### config.mk
export PLATFORM = sky130hd
export DESIGN_NAME = alu_arbiter_flat
export DESIGN_NICKNAME = d
export VERILOG_FILES = /design/src/rtl/alu_arbiter_if.sv /design/src/rtl/alu_arbiter.sv /design/src/flat_wrapper.sv
export SDC_FILE = /design/constraint.sdc
export NUM_CORES = 1
export LEC_CHECK = 0
export ABC_AREA = 1
export CORE_ASPECT_RATIO = 1.5
export CORE_UTILIZATION = 42
export DETAILED_ROUTE_END_ITERATION = 10
export PLACE_DENSITY = 0.92
export SLEW_MARGIN = 40
export SYNTH_ARGS = -nofsm -noshare
export SYNTH_HDL_FRONTEND = slang
export SYNTH_SLANG_ARGS = --single-unit
### constraint.sdc
create_clock -name clock -period 2.6 [get_ports clock]
set_clock_uncertainty 0.05 [all_clocks]
set_input_delay 0.78 -clock clock [delete_from_list [all_inputs] [get_ports clock]]
set_output_delay 0.78 -clock clock [all_outputs]
set_load 0.02 [all_outputs]
### src/rtl/alu_arbiter_if.sv
// Handshake and ALU-side signal bundle for alu_arbiter.
// The arbiter uses the slave modport; requesters, consumer and ALU use master.
interface alu_arbiter_if #(
  parameter int DATA_WIDTH = 32
);
  logic                  req0_valid;
  logic                  req0_ready;
  logic [3:0]            req0_op;
  logic [DATA_WIDTH-1:0] req0_a;
  logic [DATA_WIDTH-1:0] req0_b;

  logic                  req1_valid;
  logic                  req1_ready;
  logic [3:0]            req1_op;
  logic [DATA_WIDTH-1:0] req1_a;
  logic [DATA_WIDTH-1:0] req1_b;

  logic [3:0]            alu_op;
  logic [DATA_WIDTH-1:0] alu_a;
  logic [DATA_WIDTH-1:0] alu_b;
  logic [DATA_WIDTH-1:0] alu_result;
  logic                  alu_branch;

  logic                  rsp_valid;
  logic                  rsp_ready;
  logic                  rsp_id;
  logic [DATA_WIDTH-1:0] rsp_data;
  logic                  rsp_branch;

  modport slave (
    input  req0_valid, req0_op, req0_a, req0_b,
    input  req1_valid, req1_op, req1_a, req1_b,
    input  alu_result, alu_branch, rsp_ready,
    output req0_ready, req1_ready,
    output alu_op, alu_a, alu_b,
    output rsp_valid, rsp_id, rsp_data, rsp_branch
  );

  modport master (
    output req0_valid, req0_op, req0_a, req0_b,
    output req1_valid, req1_op, req1_a, req1_b,
    output alu_result, alu_branch, rsp_ready,
    input  req0_ready, req1_ready,
    input  alu_op, alu_a, alu_b,
    input  rsp_valid, rsp_id, rsp_data, rsp_branch
  );
endinterface

### src/rtl/alu_arbiter.sv
// Round-robin arbiter sharing one combinational ALU between two requesters,
// holding ALU inputs for one cycle (or MULDIV_CYCLES for mul/div) per op.
module alu_arbiter #(
  parameter int DATA_WIDTH    = 32,
  parameter int MULDIV_CYCLES = 4
) (
  input  logic           clock,
  input  logic           reset_n,
  alu_arbiter_if.slave   bus
);

  typedef enum logic [1:0] {
    S_IDLE = 2'd0,
    S_EXEC = 2'd1,
    S_RESP = 2'd2
  } state_t;

  localparam logic [3:0] OP_MUL = 4'b0010;
  localparam logic [3:0] OP_DIV = 4'b0011;
  localparam logic [3:0] CNT_MD = 4'(MULDIV_CYCLES - 1);

  state_t                r_state;
  state_t                w_next_state;
  logic                  r_last_grant;
  logic [3:0]            r_cnt;
  logic [3:0]            r_alu_op;
  logic [DATA_WIDTH-1:0] r_alu_a;
  logic [DATA_WIDTH-1:0] r_alu_b;
  logic                  r_rsp_id;
  logic [DATA_WIDTH-1:0] r_rsp_data;
  logic                  r_rsp_branch;

  logic                  w_grant0;
  logic                  w_grant1;
  logic                  w_accept;
  logic [3:0]            w_op;
  logic [DATA_WIDTH-1:0] w_a;
  logic [DATA_WIDTH-1:0] w_b;
  logic                  w_is_muldiv;
  logic                  w_div_zero;

  // Requester 1 wins when alone, or on a tie when requester 0 went last.
  assign w_grant1    = bus.req1_valid && (!bus.req0_valid || !r_last_grant);
  assign w_grant0    = bus.req0_valid && !w_grant1;
  assign w_accept    = (r_state == S_IDLE) && (bus.req0_valid || bus.req1_valid);
  assign w_op        = w_grant1 ? bus.req1_op : bus.req0_op;
  assign w_a         = w_grant1 ? bus.req1_a  : bus.req0_a;
  assign w_b         = w_grant1 ? bus.req1_b  : bus.req0_b;
  assign w_is_muldiv = (w_op == OP_MUL) || (w_op == OP_DIV);
  assign w_div_zero  = (r_alu_op == OP_DIV) && (r_alu_b == '0);

  always_ff @(posedge clock or negedge reset_n) begin
    if (!reset_n) r_state <= S_IDLE;
    else          r_state <= w_next_state;
  end

  always_comb begin
    w_next_state   = r_state;
    bus.req0_ready = 1'b0;
    bus.req1_ready = 1'b0;
    bus.rsp_valid  = 1'b0;
    case (r_state)
      S_IDLE: begin
        bus.req0_ready = w_grant0;
        bus.req1_ready = w_grant1;
        if (w_accept) w_next_state = S_EXEC;
      end
      S_EXEC: begin
        if (r_cnt == '0) w_next_state = S_RESP;
      end
      S_RESP: begin
        bus.rsp_valid = 1'b1;
        if (bus.rsp_ready) w_next_state = S_IDLE;
      end
      default: w_next_state = S_IDLE;
    endcase
  end

  always_ff @(posedge clock or negedge reset_n) begin
    if (!reset_n) begin
      r_last_grant <= 1'b1;
      r_cnt        <= '0;
      r_alu_op     <= '0;
      r_alu_a      <= '0;
      r_alu_b      <= '0;
      r_rsp_id     <= 1'b0;
      r_rsp_data   <= '0;
      r_rsp_branch <= 1'b0;
    end else begin
      case (r_state)
        S_IDLE: begin
          if (w_accept) begin
            r_alu_op     <= w_op;
            r_alu_a      <= w_a;
            r_alu_b      <= w_b;
            r_rsp_id     <= w_grant1;
            r_last_grant <= w_grant1;
            r_cnt        <= w_is_muldiv ? CNT_MD : 4'd0;
          end
        end
        S_EXEC: begin
          if (r_cnt != '0) begin
            r_cnt <= r_cnt - 4'd1;
          end else if (w_div_zero) begin
            r_rsp_data   <= '1;
            r_rsp_branch <= 1'b0;
          end else begin
            r_rsp_data   <= bus.alu_result;
            r_rsp_branch <= bus.alu_branch;
          end
        end
        default: ;
      endcase
    end
  end

  assign bus.alu_op     = r_alu_op;
  assign bus.alu_a      = r_alu_a;
  assign bus.alu_b      = r_alu_b;
  assign bus.rsp_id     = r_rsp_id;
  assign bus.rsp_data   = r_rsp_data;
  assign bus.rsp_branch = r_rsp_branch;

endmodule
### src/flat_wrapper.sv
// flat-port wrapper written by rule: the top's interface ports become plain ports
module alu_arbiter_flat 
#(
  parameter int DATA_WIDTH    = 32,
  parameter int MULDIV_CYCLES = 4
)
  (clock, reset_n, bus_req0_valid, bus_req0_op, bus_req0_a, bus_req0_b, bus_req1_valid, bus_req1_op, bus_req1_a, bus_req1_b, bus_alu_result, bus_alu_branch, bus_rsp_ready, bus_req0_ready, bus_req1_ready, bus_alu_op, bus_alu_a, bus_alu_b, bus_rsp_valid, bus_rsp_id, bus_rsp_data, bus_rsp_branch);
  alu_arbiter_if #(.DATA_WIDTH(DATA_WIDTH)) bus_i ();
  input  logic clock;
  input  logic reset_n;
  input wire logic [$bits(bus_i.req0_valid)-1:0] bus_req0_valid;
  input wire logic [$bits(bus_i.req0_op)-1:0] bus_req0_op;
  input wire logic [$bits(bus_i.req0_a)-1:0] bus_req0_a;
  input wire logic [$bits(bus_i.req0_b)-1:0] bus_req0_b;
  input wire logic [$bits(bus_i.req1_valid)-1:0] bus_req1_valid;
  input wire logic [$bits(bus_i.req1_op)-1:0] bus_req1_op;
  input wire logic [$bits(bus_i.req1_a)-1:0] bus_req1_a;
  input wire logic [$bits(bus_i.req1_b)-1:0] bus_req1_b;
  input wire logic [$bits(bus_i.alu_result)-1:0] bus_alu_result;
  input wire logic [$bits(bus_i.alu_branch)-1:0] bus_alu_branch;
  input wire logic [$bits(bus_i.rsp_ready)-1:0] bus_rsp_ready;
  output wire logic [$bits(bus_i.req0_ready)-1:0] bus_req0_ready;
  output wire logic [$bits(bus_i.req1_ready)-1:0] bus_req1_ready;
  output wire logic [$bits(bus_i.alu_op)-1:0] bus_alu_op;
  output wire logic [$bits(bus_i.alu_a)-1:0] bus_alu_a;
  output wire logic [$bits(bus_i.alu_b)-1:0] bus_alu_b;
  output wire logic [$bits(bus_i.rsp_valid)-1:0] bus_rsp_valid;
  output wire logic [$bits(bus_i.rsp_id)-1:0] bus_rsp_id;
  output wire logic [$bits(bus_i.rsp_data)-1:0] bus_rsp_data;
  output wire logic [$bits(bus_i.rsp_branch)-1:0] bus_rsp_branch;
  assign bus_i.req0_valid = bus_req0_valid;
  assign bus_i.req0_op = bus_req0_op;
  assign bus_i.req0_a = bus_req0_a;
  assign bus_i.req0_b = bus_req0_b;
  assign bus_i.req1_valid = bus_req1_valid;
  assign bus_i.req1_op = bus_req1_op;
  assign bus_i.req1_a = bus_req1_a;
  assign bus_i.req1_b = bus_req1_b;
  assign bus_i.alu_result = bus_alu_result;
  assign bus_i.alu_branch = bus_alu_branch;
  assign bus_i.rsp_ready = bus_rsp_ready;
  assign bus_req0_ready = bus_i.req0_ready;
  assign bus_req1_ready = bus_i.req1_ready;
  assign bus_alu_op = bus_i.alu_op;
  assign bus_alu_a = bus_i.alu_a;
  assign bus_alu_b = bus_i.alu_b;
  assign bus_rsp_valid = bus_i.rsp_valid;
  assign bus_rsp_id = bus_i.rsp_id;
  assign bus_rsp_data = bus_i.rsp_data;
  assign bus_rsp_branch = bus_i.rsp_branch;
  alu_arbiter #(.DATA_WIDTH(DATA_WIDTH), .MULDIV_CYCLES(MULDIV_CYCLES)) u_core (.clock(clock), .reset_n(reset_n), .bus(bus_i));
endmodule
==> metrics.txt <==
Post-DRT Antenna Nets 0; worst slew pin tran 0.781 ns; vias 5,154; sequential area share after synthesis 55.8%; GRT Util Overall 26.5%; share of cells above drive strength 1 4.95%; Clock transition at path regs 0.07 ns; CTS root buf clkbuf_16; CP required 1.77 ns; Vias/cell 5.07; maximum clock rate 0.389 GHz; worst hold-check path type input port to async pin; Setup CP Type input port to output pin; Final Net Count 1,039; drt drc 0; worst-skew pair later-pin latency 0.34 ns; post-DR wirelength/cell 15.5 microns; setup violators final 0; Pwr Density 1170 nW/um^2; I/O pin total 279; Critical Path Fanout Max 3; Post-Syn Nets 774; area of the mapped netlist 4890 sq um; Min Hold Slack 0.286 ns; Die W 90.1 microns; Die H 134 microns; TritonRoute pass-1 iters 6; worst path bufs/invs 2; Placed Cells 1,000; CP max stage delay 0.53 ns; # fillers 800; share of the synthesized area in the top cell type 55.2%; non-filler instance count after layout 1,016; htree depth 3; crit path capture type output pin; Syn. warnings 0; initial antenna violation count 0; Iteration-0 DRC Markers 216; unique cell type count in the Yosys netlist 26; Initial Utilization 43.8%; first-pass GRT wire length 25.4 mm; Slowest cell on crit path clkdlybuf4s50_1; Placement Rows 47; vias in the first global route 5,203; unrepaired setup endpoints after global routing no; Core Area 11,200 sq um; max_cap viols 0; Seq cells post-synth 109; Crit path max-delay family buffers and inverters; Peak VDD IR 0.674 mV; Area Overhead vs Synth 65.9%; gr ovfl total 0; min Tclk post-route 2.57 ns; post-CTS setup buffers 0; startpoint types input port; leakage 3.44 nW; dpl hpwl 11.3 mm; final period utilization 98.8%; crit-path cells clkdlybuf4s50_1, nand2_4, nor2_1, buf_4; status finished clean; Relative slew margins 48.0%; CTS hold repair buffers 0; GPL Wtd Cong 0.847; top cell type by total area after synthesis dfrtp_1; antenna cell count 0; Synth area leaders dfrtp_1 (55%), nor2_1 (12%), o21ai_0 (10%), nand2_1 (6.8%), a21oi_1 (3.6%); Max clock buf depth 2; Worst Path Arrival 1.74 ns; final hold viol count 0; CTS Buf Count 9; number of port buffers 278; CTS resizes 9; CTS sink cnt 109; TritonCTS clock tree done; Slew Viols, Final 0; Total Wirelength 15.7 mm; Synth Area per Inst 8.17 sq um; Die Area 12,100 sq um; cells after synthesis 599; pin count of the biggest net entering global routing 70
## where the power goes
| group | switching (mW) | internal [mW] |
|---|---|---|
| Combinational | 2.82 | 2.33 |
| Sequential | 0.532 | 2.54 |
| Clock | 0.613 | 0.655 |
| Total | 3.96 | 5.53 |
## metal layers
layer / global-route usage [%] / part of all wire [%]
met5: 0 / 0
met4: 12.1 / 3.7
met3: 6.35 / 6.4
met2: 47.1 / 52
met1: 30.1 / 38
## flip-flops by register name (all words and copies together), names as in the netlist
name and count:
u_core.r_cnt 4, u_core.bus.alu_op 4, u_core.bus.rsp_data 32, u_core.r_last_grant 1, u_core.bus.alu_b 32, u_core.bus.alu_a 32
u_core.bus.rsp_branch 1, u_core.r_state 2, u_core.bus.rsp_id 1
## metrics by stage
step           instance area [sq um]  total power [mW]  utilization [%]  TNS [ns]  setup WS [ns]
6_report                        8120              9.49             72.7         0         0.0301
5_1_grt                         8120              10.2             72.7         0        0.00445
4_1_cts                         8120              9.60             72.6         0        0.00737
3_5_place_dp                    7850              8.28             70.2     -1.21         -0.440
3_3_place_gp                    7850              8.14             70.2     -1.08         -0.413
2_1_floorplan                   4890              5.74                -         0          0.343
## area by class of cell
type | count | area [sq um] | area share [%]
Timing Repair Buffer | 291 | 2950 | 36.3
Sequential cell | 109 | 2730 | 33.6
Multi-Input combinational cell | 440 | 1930 | 23.8
Clock buffer | 9 | 225 | 2.77
Tap cell | 147 | 184 | 2.27
Clock inverter | 7 | 50.0 | 0.616
Inverter | 13 | 50.0 | 0.616
## path summary, 6_finish.rpt
kind / from / end / slack [ns] / cells past startpoint
min reg2reg: u_core.r_last_grant / u_core.r_last_grant / 0.44 / 2
max: bus_req1_valid / bus_req1_ready / 0.03 / 4
min in group clock: u_core.r_last_grant / u_core.r_last_grant / 0.44 / 2
max in group asynchronous: reset_n / u_core.bus.alu_b[31] / 1.65 / 2
max reg2reg: u_core.r_last_grant / u_core.r_cnt[1] / 0.59 / 7
min: reset_n / u_core.bus.alu_b[15] / 0.29 / 1
## Yosys cell counts (all sizes together)
library cell and number:
nor2 164, o21ai 134, dfrtp 108, nand2 92, a21oi 35, buf 23, clkbuf 14, inv 12
nand3 6, a31oi 2, nor3 2, a22oi 1, clkinv 1, dfstp 1, ha 1, nand4 1
o21a 1, o31ai 1
## logic make-up (layout without fill, tap and decap cells)
logic type	Yosys count	in the layout	share of synthesized area (%)
adders and majority gates	1	1	0.256
and+or+nand+nor	265	265	21.0
DFF	109	109	55.8
buffers and inverters	50	320	4.76
AOI/OAI and AO/OA	174	174	18.2
## cell usage in the layout, fill, tap and decap left out, types with 2 or more instances in the layout
cell / count
nand2_1: 88
a21oi_1: 35
nor2_1: 162
inv_6: 2
inv_2: 2
clkinv_4: 2
buf_12: 6
inv_1: 10
buf_4: 10
clkinv_2: 4
clkdlybuf4s50_1: 274
nand2_2: 3
nand3_1: 6
o21ai_0: 98
nor2_2: 2
nor3_1: 2
o21ai_1: 35
dfrtp_1: 108
clkbuf_16: 9
a31oi_1: 2
Note: power is estimated with default switching activity, not from simulation.
